**src/rtl/sum_diff_decoder.sv**
```systemverilog
// Sum/difference decoder: recovers A=(S+D)/2 and B=(S-D)/2 through a 2-stage pipeline,
// flags odd or out-of-range pairs, counts errors and block-averages the recovered channels.
module sum_diff_decoder #(
  parameter int DATA_W   = 16,
  parameter int LOG2_AVG = 4,
  parameter int ERR_W    = 16
) (
  input  logic              clk_i,
  input  logic              rst_ni,
  input  logic [DATA_W:0]   in_sum_i,
  input  logic [DATA_W:0]   in_diff_i,
  input  logic              in_valid_i,
  input  logic              avg_enable_i,
  input  logic              restart_i,
  input  logic              clear_err_i,
  output logic [DATA_W-1:0] out_a_o,
  output logic [DATA_W-1:0] out_b_o,
  output logic              out_valid_o,
  output logic              out_err_o,
  output logic [DATA_W-1:0] avg_a_o,
  output logic [DATA_W-1:0] avg_b_o,
  output logic              avg_valid_o,
  output logic [ERR_W-1:0]  err_count_o
);
  localparam int PW = DATA_W + 2;
  localparam int AW = DATA_W + LOG2_AVG;

  typedef enum logic {IDLE, ACCUM} avg_state_e;

  logic [PW-1:0]     sum_ext, diff_ext;
  logic [PW-1:0]     p_q, m_q;
  logic              v1_q;
  logic              sat_a, sat_b;
  logic [DATA_W-1:0] a_d, b_d;
  logic [DATA_W-1:0] out_a_q, out_b_q;
  logic              out_valid_q, out_err_q;
  logic [ERR_W-1:0]  err_cnt_q, err_cnt_d;

  avg_state_e        state_q, state_d;
  logic [AW-1:0]     acc_a_q, acc_a_d, acc_b_q, acc_b_d;
  logic [AW-1:0]     sample_a, sample_b, sum_a, sum_b;
  logic [LOG2_AVG-1:0] cnt_q, cnt_d;
  logic [DATA_W-1:0] avg_a_q, avg_a_d, avg_b_q, avg_b_d;
  logic              avg_valid_q, avg_valid_d;

  assign sum_ext  = {in_sum_i[DATA_W], in_sum_i};
  assign diff_ext = {in_diff_i[DATA_W], in_diff_i};

  always_ff @(posedge clk_i or negedge rst_ni) begin
    if (!rst_ni) begin
      p_q  <= '0;
      m_q  <= '0;
      v1_q <= 1'b0;
    end else begin
      v1_q <= in_valid_i;
      if (in_valid_i) begin
        p_q <= sum_ext + diff_ext;
        m_q <= sum_ext - diff_ext;
      end
    end
  end

  // Dropping bit 0 of P/M is the floor halving; the result fits DATA_W bits
  // only when its top two bits agree, otherwise clamp toward the sign.
  always_comb begin
    sat_a = p_q[PW-1] != p_q[PW-2];
    sat_b = m_q[PW-1] != m_q[PW-2];
    a_d   = sat_a ? {p_q[PW-1], {(DATA_W-1){~p_q[PW-1]}}} : p_q[DATA_W:1];
    b_d   = sat_b ? {m_q[PW-1], {(DATA_W-1){~m_q[PW-1]}}} : m_q[DATA_W:1];
  end

  always_ff @(posedge clk_i or negedge rst_ni) begin
    if (!rst_ni) begin
      out_a_q     <= '0;
      out_b_q     <= '0;
      out_err_q   <= 1'b0;
      out_valid_q <= 1'b0;
    end else begin
      out_valid_q <= v1_q;
      if (v1_q) begin
        out_a_q   <= a_d;
        out_b_q   <= b_d;
        // S+D and S-D always share parity
        out_err_q <= p_q[0] | m_q[0] | sat_a | sat_b;
      end
    end
  end

  always_comb begin
    err_cnt_d = err_cnt_q;
    if (clear_err_i)
      err_cnt_d = '0;
    else if (out_valid_q && out_err_q && !(&err_cnt_q))
      err_cnt_d = err_cnt_q + 1'b1;
  end

  assign sample_a = {{LOG2_AVG{out_a_q[DATA_W-1]}}, out_a_q};
  assign sample_b = {{LOG2_AVG{out_b_q[DATA_W-1]}}, out_b_q};
  assign sum_a    = acc_a_q + sample_a;
  assign sum_b    = acc_b_q + sample_b;

  always_comb begin
    state_d     = state_q;
    acc_a_d     = acc_a_q;
    acc_b_d     = acc_b_q;
    cnt_d       = cnt_q;
    avg_a_d     = avg_a_q;
    avg_b_d     = avg_b_q;
    avg_valid_d = 1'b0;
    case (state_q)
      IDLE: begin
        acc_a_d = '0;
        acc_b_d = '0;
        cnt_d   = '0;
        if (avg_enable_i) state_d = ACCUM;
      end
      ACCUM: begin
        if (!avg_enable_i) begin
          state_d = IDLE;
          acc_a_d = '0;
          acc_b_d = '0;
          cnt_d   = '0;
        end else if (restart_i) begin
          acc_a_d = out_valid_q ? sample_a : '0;
          acc_b_d = out_valid_q ? sample_b : '0;
          cnt_d   = out_valid_q ? LOG2_AVG'(1) : '0;
        end else if (out_valid_q) begin
          if (&cnt_q) begin
            // Upper DATA_W bits of the total are the floor mean of the window
            avg_a_d     = sum_a[AW-1:LOG2_AVG];
            avg_b_d     = sum_b[AW-1:LOG2_AVG];
            avg_valid_d = 1'b1;
            acc_a_d     = '0;
            acc_b_d     = '0;
            cnt_d       = '0;
          end else begin
            acc_a_d = sum_a;
            acc_b_d = sum_b;
            cnt_d   = cnt_q + 1'b1;
          end
        end
      end
      default: state_d = IDLE;
    endcase
  end

  always_ff @(posedge clk_i or negedge rst_ni) begin
    if (!rst_ni) begin
      state_q     <= IDLE;
      acc_a_q     <= '0;
      acc_b_q     <= '0;
      cnt_q       <= '0;
      avg_a_q     <= '0;
      avg_b_q     <= '0;
      avg_valid_q <= 1'b0;
      err_cnt_q   <= '0;
    end else begin
      state_q     <= state_d;
      acc_a_q     <= acc_a_d;
      acc_b_q     <= acc_b_d;
      cnt_q       <= cnt_d;
      avg_a_q     <= avg_a_d;
      avg_b_q     <= avg_b_d;
      avg_valid_q <= avg_valid_d;
      err_cnt_q   <= err_cnt_d;
    end
  end

  assign out_a_o     = out_a_q;
  assign out_b_o     = out_b_q;
  assign out_valid_o = out_valid_q;
  assign out_err_o   = out_err_q;
  assign avg_a_o     = avg_a_q;
  assign avg_b_o     = avg_b_q;
  assign avg_valid_o = avg_valid_q;
  assign err_count_o = err_cnt_q;
endmodule

```
**config.mk**
```make
export PLATFORM = sky130hd
export DESIGN_NAME = sum_diff_decoder
export DESIGN_NICKNAME = d
export VERILOG_FILES = /design/src/rtl/sum_diff_decoder.sv
export SDC_FILE = /design/constraint.sdc
export NUM_CORES = 1
export LEC_CHECK = 0
export BUFFER_PORTS_ARGS = -buffer_cell sky130_fd_sc_hd__buf_4
export CORE_MARGIN = 8
export CORE_UTILIZATION = 50
export CTS_BUF_LIST = sky130_fd_sc_hd__clkbuf_4 sky130_fd_sc_hd__clkbuf_8 sky130_fd_sc_hd__clkbuf_16
export DETAILED_ROUTE_END_ITERATION = 8
export GPL_TIMING_DRIVEN = 0
export HOLD_SLACK_MARGIN = 0.12
export PLACE_DENSITY = 0.78
export SLEW_MARGIN = 0
export SYNTH_ARGS = -nofsm -noshare
export SYNTH_HDL_FRONTEND = slang
export SYNTH_SLANG_ARGS = --single-unit
```
**constraint.sdc**
```tcl
create_clock -name clk_i -period 7.2 [get_ports clk_i]
set_input_delay 0.72 -clock clk_i [delete_from_list [all_inputs] [get_ports clk_i]]
set_output_delay 0.72 -clock clk_i [all_outputs]
set_load 0.02 [all_outputs]
```
==> flow_metrics.tcl, run 1 <==
set metrics [dict create \
    initial_core_util_pct 50.5 \
    final_util_pct 60.0 \
    nFillCells 1723 \
    finalSetupViolCount 0 \
    crit_buf_inv 1 \
    cts_buffers 17 \
    fin_crit_sh_pct 39.1 \
    synth-edff-count 0 \
    r2r_start "out_a_o[0]$_DFFE_PN0P_" \
    path_class "reg2reg" \
    endpoint "acc_a_q[18]$_DFFE_PN0P_" \
    yosys-top-cells-area "dfrtp_1, ha_1, a21oi_1, nor2_1, o21ai_0" \
    p_per_area_nw_per_um2 278 \
    use_met2_pct 36.0 \
    synth_top_area_share_pct 40.6 \
    dieArea_um2 25000 \
    cts_tree "built" \
    async_flop_share_pct 100 \
    layout_commonest_cell "dfrtp_1" \
    required_ns 7.51 \
    max_stage_delay_ns 0.49 \
    maxSlewViolCount 0 \
    synth_xor_area_share_pct 5.71 \
    crit_fanout 4 \
    synth_top_family_by_area "compound AO/OA/AOI/OAI gates" \
    nNetsFinal 1350 \
    yosysSeqAreaShare_pct 40.6 \
    clk_pin_slew_worst_paths_ns 0.06 \
    hold_path_class "in2async" \
    leakage_nw 5.59 \
    status "finished clean" \
    max-slew-margin-rel_pct 48.8 \
    syn_area_um2 10100 \
    wirelength_um 26700 \
    grt_usage_pct 21.8 \
    yosysWarningCount 0 \
    reg2reg_to "acc_a_q[18]$_DFFE_PN0P_" \
    dr.pass1.iters 5 \
    ctsHoldBuffers 0 \
    io_buffers 121 \
    pin_count 123 \
    worstRegToRegCells 10 \
    arrival_ns 3.12 \
    cts.path.max_buffers 2 \
    drt_iter0_drc 535 \
    fin_skew_ns 0.00842 \
    cp_cell_sequence "ha_1 -> inv_1 -> fa_1 -> nor2b_1 -> o31ai_2 -> a21oi_1 -> a221oi_2 -> o211a_1 -> xnor2_1 -> a221o_1" \
    tightest_slew_ns 0.749 \
    cp_top_family "compound AO/OA/AOI/OAI gates" \
    cp-startpoint "out_a_o[0]$_DFFE_PN0P_" \
    die-width_um 158 \
    hold_slack_ns 0.219 \
    yosys.area.top_type "dfrtp_1" \
    clock-root-buffer "clkbuf_16" \
    netlist_instances 1087 \
    ys_ff_latch 164 \
    fmax_mhz 356 \
    ant_nets 0 \
    synthMuxAreaShare_pct 2.18 \
    synthSimpleGateAreaFrac_pct 13.8 \
    grt_util_met1_pct 27.3 \
    dp_hpwl_um 20500 \
    cp.depth 10 \
    crit_path_top_delay_cell "a221oi_2" \
    ir_worst_vdd_v 0.000164 \
    antenna_found_initial 0 \
    diodes 0 \
    ys.flop_type "dfrtp_1" \
    die_h_um 158 \
    post_cts_resized 0 \
    avgRoutedWirePerCell_um 17.7 \
    core_area_um2 20000 \
    worstSetupEndpointType "register" \
    post-route-min-period_ns 2.81 \
    grt_start_max_net_pins 104 \
    clkLatencyLatePin_ns 0.43 \
    drc 0 \
    grt_pass1_wl_um 43100 \
    std_cell_rows 52 \
    cts.sinks 164 \
    grt_busiest_layer "met2" \
    grt_overflow_total 0 \
    r2r_slack_ns 4.39 \
    synth_compound_area_share_pct 23.3 \
    synth_fp_nets 1209 \
    rsz0062_at_grt "false" \
    grt_pass1_vias 8604 \
    timing.max_cap.violations 0 \
    synth_adder_area_share_pct 10.4 \
    post-cts-setup-buffer-count 0 \
    yosysUniqueCellTypes 80 \
    grtUsageMet3_pct 4.15 \
    cp-start-kind "register" \
    syn_avg_cell_area_um2 9.31 \
    cts_max_level 4 \
    synthToLayoutAreaGrowth_pct 18.8 \
    final_cell_mix "dfrtp_1, buf_4, a21oi_1" \
    timing.final.hold_violations 0 \
    vias 8772 \
    vias_per_cell 5.81 \
    drive_above_1_share_pct 16.7 \
    gp_congestion 0.923 \
    final.setup.tns_ns 0 \
]
==> metal layers <==
metal | share of wire [%] | wire length (um) | vias up
met3 | 5.6 | 1500 | 55
met5 | 0 | 0 | -
li1 | - | - | 4198
met4 | 3.6 | 961 | 0
met2 | 48 | 12700 | 300
met1 | 43 | 11500 | 4219
==> worst min path at each step <==
stage | start | to | slack [ns]
after global placement | v1_q$_DFF_PN0_ | out_valid_o$_DFF_PN0_ | 0.40
after floorplan | v1_q$_DFF_PN0_ | out_valid_o$_DFF_PN0_ | 0.39
after CTS | rst_ni | avg_a_o[9]$_DFFE_PN0P_ | 0.24
after global routing | rst_ni | avg_a_o[3]$_DFFE_PN0P_ | 0.25
after detailed placement | v1_q$_DFF_PN0_ | out_valid_o$_DFF_PN0_ | 0.41
final | rst_ni | avg_a_o[9]$_DFFE_PN0P_ | 0.22
==> where the power goes <==
part           total [mW]  switching (mW)  internal (mW)
Sequential           1.20           0.152           1.05
Combinational        1.20           0.723          0.473
Clock               0.949           0.375          0.574
==> cell usage after synthesis (all sizes together), types with 12 or more instances <==
| library cell | instances |
|---|---|
| a21o | 14 |
| a21oi | 118 |
| a22oi | 26 |
| clkbuf | 40 |
| dfrtp | 164 |
| ha | 78 |
| inv | 56 |
| mux2 | 16 |
| nand2 | 83 |
| nand3 | 23 |
| nor2 | 112 |
| nor3 | 12 |
| o21a | 14 |
| o21ai | 84 |
| xnor2 | 36 |
| xor2 | 30 |
==> worst register-to-register path: cells and delay by family, from the launching register on <==
kind | cells | cell delay, ns
AOI/OAI and AO/OA | 5 | 1.56
xor gates and xnor gates | 1 | 0.09
adders and majority gates | 2 | 0.46
and+or+nand+nor | 1 | 0.08
buffers and inverters | 1 | 0.09
DFF | 1 | 0.41
==> registers in the layout, summed over array words and instances, names as in the netlist <==
register     flops
acc_a_q         20
acc_b_q         20
avg_a_o         16
avg_b_o         16
avg_valid_o      1
cnt_q            4
err_count_o     16
m_q             17
out_a_o         16
out_b_o         16
out_err_o        1
out_valid_o      1
p_q             18
state_q          1
v1_q             1
==> final cells by class <==
type                       count  area (um2)  share of cell area, %
multi-input combinational    816        5610                   46.7
timing repair buffer         122         943                   7.85
buffer                        51         198                   1.64
sequential                   164        4100                   34.1
clock buffer                  21         468                   3.89
inverter                      56         210                   1.75
tap                          270         338                   2.81
clock inverter                11         150                   1.25
==> cells by family after synthesis <==
group                      count (synthesis)
and+or+nand+nor                          299
xor gates and xnor gates                  66
adders and majority gates                 82
DFF                                      164
muxes                                     20
AOI/OAI and AO/OA                        349
buffers and inverters                    107
==> per-stage QoR <==
step           worst slack [ns]  cells  area [um2]  total power, mW
3_5_place_dp               4.16   1479       11400             2.38
3_3_place_gp               4.17   1478       11400             2.35
4_1_cts                    4.42   1511       12000             3.34
2_1_floorplan              4.58   1087       10100             1.98
5_1_grt                    4.20   1511       12000             3.53
6_report                   4.39   1511       12000             3.34
(Power assumes the default switching activity.)
==> run 2: changes to the inputs <==
--- a/config.mk
+++ b/config.mk
@@ -5,6 +5,7 @@
 export SDC_FILE = /design/constraint.sdc
 export NUM_CORES = 1
 export LEC_CHECK = 0
+export ABC_AREA = 1
 export BUFFER_PORTS_ARGS = -buffer_cell sky130_fd_sc_hd__buf_4
 export CORE_MARGIN = 8
 export CORE_UTILIZATION = 50
==> constraint.sdc (replaced) <==
create_clock -name clk_i -period 2.6 [get_ports clk_i]
set_input_delay 0.26 -clock clk_i [delete_from_list [all_inputs] [get_ports clk_i]]
set_output_delay 0.26 -clock clk_i [all_outputs]
set_load 0.02 [all_outputs]
==> flow_metrics.tcl, run 2 <==
set metrics [dict create \
    std_cell_rows 54 \
    initial_core_util_pct 51.0 \
    cts.path.max_buffers 2 \
    gp_congestion 0.967 \
    cts_buffers 17 \
    postPlaceCellArea_um2 12400 \
    vias 10500 \
    syn_area_um2 11100 \
    timing.max_cap.violations 0 \
    diodes 0 \
    final.setup.tns_ns 0 \
    grt_pass1_vias 10300 \
    max-slew-margin-rel_pct 58.1 \
    tightest_slew_ns 0.624 \
    dp_hpwl_um 26200 \
    io_buffers 122 \
    dr.pass1.iters 5 \
    avgRoutedWirePerCell_um 16.6 \
    grt_start_max_net_pins 101 \
    status "finished clean" \
    ctsHoldBuffers 4 \
    setup_ws_ns 0.298 \
    arrival_ns 2.61 \
    final_cells 1974 \
    hold_start "in_diff_i[0]" \
    drive_above_1_share_pct 12.7 \
    yosys.area.top_type "dfrtp_1" \
    yosysSeqAreaShare_pct 36.8 \
    cts.sinks 164 \
    hold_path_class "in2reg" \
    worstSetupEndpointType "register" \
    fin_crit_sh_pct 88.5 \
    ant_nets 0 \
    nNetsFinal 1803 \
    yosys-top-cells-area "dfrtp_1, nand2_1, ha_1, inv_1, nand3_1" \
    wirelength_um 32900 \
    synthToLayoutAreaGrowth_pct 17.6 \
    clock-root-buffer "clkbuf_16" \
    pre_cts_ws_ns 0.316 \
    leakage_nw 7.05 \
    cts_max_level 4 \
    drt_iter0_drc 798 \
    drc 0 \
    die_h_um 165 \
    post-layout-total-power_mw 9.01 \
    dieArea_um2 27300 \
    reg_top3 "acc_a_q: 20 flops, acc_b_q: 20 flops, p_q: 18 flops" \
    grt_pass1_wl_um 52700 \
    synth-edff-count 0 \
    cts_tree "built" \
    finalSetupViolCount 0 \
    grt_usage_pct 24.3 \
    cp-startpoint "out_b_o[0]$_DFFE_PN0P_" \
    post_cts_resized 0 \
    netlist_instances 1535 \
    synth_fp_nets 1657 \
    pin_count 123 \
    dp.cells 1938 \
    layout_commonest_cell "nand2_1" \
    antenna_found_initial 0 \
    synth_top_area_share_pct 36.8 \
    grt_overflow_total 0 \
    ir_worst_vdd_v 0.000455 \
    vias_per_cell 5.33 \
    crit_fanout 4 \
    fmax_mhz 434 \
    ys_ff_latch 164 \
    p_per_area_nw_per_um2 688 \
    yosysWarningCount 0 \
    die-width_um 165 \
    clk_pin_slew_worst_paths_ns 0.07 \
    timing.final.hold_violations 0 \
    core_area_um2 21800 \
    required_ns 2.91 \
    final_cell_mix "nand2_1, inv_1, dfrtp_1" \
    post-cts-setup-buffer-count 0 \
    post-route-min-period_ns 2.30 \
    final_area_um2 13100 \
    clkLatencyLatePin_ns 0.44 \
    r2r_start "out_b_o[0]$_DFFE_PN0P_" \
    cp-start-kind "register" \
    ys.flop_type "dfrtp_1" \
    synth_commonest_cells "nand2_1, inv_1, dfrtp_1, nand3_1, nor2_1" \
    syn_avg_cell_area_um2 7.26 \
    rsz0062_at_grt "false" \
    path_class "reg2reg" \
    synth.most_common_cell "nand2_1" \
    maxSlewViolCount 0 \
    yosysUniqueCellTypes 46 \
    async_flop_share_pct 100 \
    fin_skew_ns 0.0160 \
]
run 2: cell types whose count changed after synthesis, moves of 11 or more:
cell      delta
xnor2_1     -24
inv_1      +140
buf_2       +15
clkbuf_1    -19
o21ai_0     -12
a221o_1     -11
o21a_1      -11
a21oi_1     -46
nand2_1    +415
mux2_2      -16
nand3_1     +83
run 2: path summary, 6_finish.rpt:
path / to / slack, ns / cells after the start
max reg2reg: avg_b_o[8]$_DFFE_PN0P_ / 0.30 / 11
min in group asynchronous: avg_b_o[9]$_DFFE_PN0P_ / 0.34 / 2
max: avg_b_o[8]$_DFFE_PN0P_ / 0.30 / 11
min reg2reg: p_q[11]$_DFFE_PN0P_ / 0.48 / 2
min: p_q[0]$_DFFE_PN0P_ / 0.19 / 3
max in group asynchronous: out_b_o[13]$_DFFE_PN0P_ / 1.39 / 3
run 2: metrics by stage:
stage                     utilization [%]  hold WS [ns]
after global routing                 60.0         0.210
after detailed placement             57.0         0.229
final                                60.0         0.190
after global placement               56.8         0.402
after floorplan                         -       -0.0356
after CTS                            60.0         0.177
run 2: where the power goes:
part           internal (mW)  total (mW)  leakage [nW]  switching, mW
clock network           1.54        2.69         0.299           1.15
registers               2.85        3.16          2.11          0.312
logic                   1.09        3.16          4.64           2.07
run 2: critical path, cell delays in order (launching register included):
cell and delay, ns:
dfrtp_1 0.38, ha_1 0.24, inv_1 0.08, fa_1 0.41, inv_1 0.12, nand3_1 0.08, nand3_1 0.12, nand2_1 0.06
nand2_1 0.15, a21oi_1 0.10, xor2_1 0.30, o21ai_0 0.13
run 2: per-layer routing:
metal | routed length [um] | vias to the layer above | track usage, %
li1 | - | 5276 | -
met4 | 855 | 0 | 8.31
met3 | 1580 | 53 | 3.72
met1 | 14200 | 4908 | 29.6
met2 | 16200 | 280 | 42.9
met5 | 0 | - | 0
run 2: area by class of cell:
type | count | area (um2)
tap | 280 | 350
sequential | 164 | 4100
fill | 2025 | 8720
inverter | 201 | 754
buffer | 43 | 213
clock buffer | 17 | 425
timing repair buffer | 127 | 991
clock inverter | 15 | 194
multi-input combinational | 1127 | 6070
run 2: kinds of logic after synthesis:
group / count (synthesis) / synth area share [%]
flip-flops: 164 / 36.8
AND/OR/NAND/NOR: 773 / 29.0
adder cells (fa/ha/maj): 82 / 9.48
AO/OA/AOI/OAI: 235 / 13.1
buffers and inverters: 244 / 8.68
XOR/XNOR: 37 / 2.91
